==> src/rtl/mem_1r1w_masked_rmw_32x64.sv <==
// Byte-masked write front end for an unmasked 32x64 single-read/single-write macro.
// Partial writes are emulated by read-modify-write; user reads share the macro read port and win it.
module mem_1r1w_masked_rmw_32x64 (
   input  logic        clock,
   input  logic        reset,
   input  logic [4:0]  R0_addr,
   input  logic        R0_en,
   output logic [63:0] R0_data,
   input  logic [4:0]  W0_addr,
   input  logic        W0_en,
   input  logic [63:0] W0_data,
   input  logic [7:0]  W0_mask,
   output logic        W0_ready,
   output logic [4:0]  MR_addr,
   output logic        MR_en,
   input  logic [63:0] MR_data,
   output logic [4:0]  MW_addr,
   output logic        MW_en,
   output logic [63:0] MW_data
);

   typedef enum logic [1:0] {IDLE, READ, MERGE} state_t;

   state_t      state;
   logic [4:0]  cap_addr;
   logic [63:0] cap_data;
   logic [7:0]  cap_mask;
   logic        fwd_hit;
   logic [63:0] fwd_data;
   logic [7:0]  fwd_mask;
   logic        accept;

   function automatic logic [63:0] merge_bytes(input logic [63:0] new_d,
                                               input logic [63:0] old_d,
                                               input logic [7:0]  m);
      logic [63:0] r;
      for (int i = 0; i < 8; i++)
         r[8*i +: 8] = m[i] ? new_d[8*i +: 8] : old_d[8*i +: 8];
      return r;
   endfunction

   assign W0_ready = (state == IDLE) && !reset;
   assign accept   = W0_en && W0_ready;

   // A user read always owns the macro read port; the RMW read only goes out when it is free.
   always_comb begin
      MR_en   = 1'b0;
      MR_addr = cap_addr;
      if (!reset) begin
         if (R0_en) begin
            MR_en   = 1'b1;
            MR_addr = R0_addr;
         end else if (state == READ) begin
            MR_en = 1'b1;
         end
      end
   end

   // A full mask selects every captured byte, so one merge serves both write flavours.
   assign MW_en   = (state == MERGE) && !reset;
   assign MW_addr = cap_addr;
   assign MW_data = merge_bytes(cap_data, MR_data, cap_mask);

   assign R0_data = fwd_hit ? merge_bytes(fwd_data, MR_data, fwd_mask) : MR_data;

   // The macro still holds stale bytes while a write is pending, so reads that hit it patch them next cycle.
   always_ff @(posedge clock) begin
      if (reset) begin
         state   <= IDLE;
         fwd_hit <= 1'b0;
      end else begin
         fwd_hit  <= R0_en && (state != IDLE) && (R0_addr == cap_addr);
         fwd_data <= cap_data;
         fwd_mask <= cap_mask;
         case (state)
            IDLE: begin
               if (accept && (W0_mask != 8'h00)) begin
                  cap_addr <= W0_addr;
                  cap_data <= W0_data;
                  cap_mask <= W0_mask;
                  state    <= (W0_mask == 8'hFF) ? MERGE : READ;
               end
            end
            READ: begin
               if (!R0_en)
                  state <= MERGE;
            end
            MERGE:   state <= IDLE;
            default: state <= IDLE;
         endcase
      end
   end

endmodule

==> config.mk <==
export PLATFORM = sky130hd
export DESIGN_NAME = mem_1r1w_masked_rmw_32x64
export DESIGN_NICKNAME = d
export VERILOG_FILES = /design/src/rtl/mem_1r1w_masked_rmw_32x64.sv
export SDC_FILE = /design/constraint.sdc
export NUM_CORES = 1
export LEC_CHECK = 0
export CAP_MARGIN = 20
export CORE_AREA = 3 3 123 125
export DETAILED_ROUTE_END_ITERATION = 12
export DIE_AREA = 0 0 126 128
export PLACE_DENSITY = 0.85
export RECOVER_POWER = 25
export SYNTH_ARGS = -nofsm -noshare
export SYNTH_HDL_FRONTEND = slang
export SYNTH_SLANG_ARGS = --single-unit
==> constraint.sdc <==
create_clock -name clock -period 8 [get_ports clock]
set_clock_uncertainty 0.15 [all_clocks]
set_input_delay 1.6 -clock clock [delete_from_list [all_inputs] [get_ports clock]]
set_output_delay 1.6 -clock clock [all_outputs]
set_load 0.01 [all_outputs]
==> flow_summary.yaml <==
sta:
  rsz0062_at_grt: "no"
  worst_pin_slew_ps: 721
  fin_crit_sh_pct: 66.0
  setup_viol: 0
  timing_hold_violations_final: 0
  final.min_clock_period_ps: 5280
  max_slew_margin_pct: 51.9
  fin_setup_tns_ps: 0
  maxSlewViolCount: 0
  fmax_mhz: 189
clocking:
  ctsRootBufferMaster: "clkbuf_16"
  cts_resized: 0
  tritoncts: "done"
  h-tree-depth: 4
  postCtsSetupRepairBufs: 0
  cts_buffer_depth: 2
  clk_latency_ps: 410
  postCtsHoldBufs: 0
  cts.clk_slew.worst_paths_ps: 60
  cts_buffers: 17
  clock-sinks: 152
worst_setup_path:
  critical-path-top-delay-family: "buffers and inverters"
  cp_num_buf_inv: 2
  critPathLaunchType: "primary input"
  critPathMaxStageDelay_ps: 530
  critPathMostFrequentCell: "clkdlybuf4s50_1"
  arrival_ps: 3530
  rrSetupSlack_ps: 5510
  end_kind: "output port"
  crit_fanout: 6
  path_cells: "clkdlybuf4s50_1 -> nor2b_1 -> mux2_2 -> clkdlybuf4s50_1"
  critPathRequiredTime_ps: 6250
  path_class: "in -> out"
  critical-path-slowest-cell: "clkdlybuf4s50_1"
die:
  num_rows: 43
  die_h_um: 128
  pin_count: 291
  dieArea_um2: 16100
  core_area_um2: 14000
  initial_core_util_pct: 44.9
  die_x_um: 126
finish:
  drive_gt1_share_pct: 25.8
  fin_util_pct: 71.2
  finalNetCount: 781
  multi_input_comb_area_um2: 1690
  regArea_um2: 4530
  fillCellCount: 894
  syn_to_final_growth_pct: 58.7
detailed_routing:
  drt_pass1_iterations: 4
  vias: 4155
  wl_per_cell_um: 21.0
  drt_wl_total_um: 17400
  via_per_inst: 5.02
  drt_iter0_drc: 170
  postRouteAntennaNets: 0
  drc: 0
grt:
  grt_pass1_wl_um: 26200
  grt_usage_pct: 21.4
  grt_max_degree: 55
  grt_overflow_total: 0
  grt_pass1_vias: 4618
  grt_antenna_before_repair: 3
status:
  status: "complete, no violations"
pwr:
  p_leak_nw: 3.47
  p_per_area_nw_per_um2: 199
  ir_worst_vdd_mv: 0.104
logic_synthesis:
  yosys-top-cells-count: "149 x edfxtp_1, 133 x mux2_2, 9 x nand2_1"
  ys_seq_area_share_pct: 72.2
  async_reset_ff_share_pct: 0
  synth_top_family_by_area: "multiplexers"
  ys_warn_count: 0
  synthXorXnorAreaFrac_pct: 0.697
  synth_nets: 480
  synth.distinct_cells: 22
  synth_top_area_share_pct: 71.3
  syn-mean-instance-area_um2: 19.0
  synth-simple-area-share_pct: 1.83
  synth_adder_area_share_pct: 0
  syn_inst: 330
  synth.largest_area_cell: "edfxtp_1"
  synth-main-ff-cell: "edfxtp_1"
  ys_ff_latch: 152
  netlist_top_cells_area: "edfxtp_1 71%, mux2_2 24%, dfxtp_1 0.96%, xnor2_1 0.56%, nand2_1 0.54%"
  synthMuxAreaShare_pct: 23.9
  synth_edf_count: 149
  synth_area_um2: 6280
  synth.most_common_cell: "edfxtp_1"
  synth-compound-area-share_pct: 0.578
flow_run:
  cap_violations: 0
place:
  portBuffers: 290
  gp_congestion: 0.863
  place_hpwl_um: 12800
min_path:
  worstHoldPathType: "reg -> reg"
through the flow:
stage          power, mW  instance area [um^2]  hold WS, ps  worst slack, ps  instances
4_1_cts             2.00                  9950          292             2690        824
3_3_place_gp        1.21                  9380          271             2700        792
6_report            1.98                  9960          291             2720        827
2_1_floorplan       1.04                  6280          270             3760        330
3_5_place_dp        1.22                  9380          280             2710        792
5_1_grt             2.05                  9960          299             2630        827
final timing paths:
check          startpoint           end  cells after the start
max reg2reg      state[0]  cap_data[55]                      4
min reg2reg  cap_data[55]  fwd_data[55]                      0
min          cap_data[55]  fwd_data[55]                      0
max                 reset    MR_addr[0]                      4
cells by family after synthesis:
logic type      count (synthesis)
xor+xnor                        5
flops                         152
simple gates                   22
buf+inv                        13
compound gates                  5
mux                           133
area by class of cell:
class	instances	share of cell area [%]
Multi-Input combinational cell	165	17.0
Tap cell	180	2.26
Clock inverter	11	1.31
Clock buffer	21	4.42
Inverter	3	0.138
Antenna cell	3	0.0754
Timing Repair Buffer	292	29.3
Sequential cell	152	45.5
registers in the layout (all words and copies together) (netlist names):
| signal | count |
|---|---|
| cap_data | 64 |
| fwd_hit | 1 |
| fwd_mask | 8 |
| cap_mask | 8 |
| state | 2 |
| MW_addr | 5 |
| fwd_data | 64 |
routing by layer:
metal | part of all wire, % | up-vias | wire [um] | global-route usage (%)
met5 | 0 | - | 0 | 0
met4 | 2.2 | 0 | 389 | 8.58
met3 | 8.4 | 31 | 1460 | 7.21
met2 | 53 | 216 | 9210 | 37.9
met1 | 36 | 1992 | 6350 | 24.0
li1 | - | 1916 | - | -
layout by cell type, fill, tap and decap left out:
cell type / instances
dfxtp_1: 3
nor3_1: 3
nand4b_1: 1
or4_1: 1
nor2b_1: 1
nand4_1: 3
inv_1: 1
o21ai_0: 1
buf_4: 2
or4_4: 1
a21oi_1: 1
nor2_1: 2
bufinv_16: 3
edfxtp_1: 149
o32ai_1: 1
nand2_1: 9
clkbuf_16: 17
xnor2_1: 4
clkinv_1: 2
clkinv_2: 7
o211ai_2: 1
clkinvlp_4: 1
o21ai_1: 1
clkbuf_1: 4
clkdlybuf4s50_1: 252
diode_2: 3
or2_2: 1
xor2_1: 1
mux2_2: 133
dlygate4sd3_1: 38
power by group:
group          internal [mW]  switching [mW]
combinational          0.167          0.0927
sequential             0.920          0.0206
clock                  0.485           0.292
total                   1.57           0.406
No activity file was read; power rests on OpenSTA's default activity.
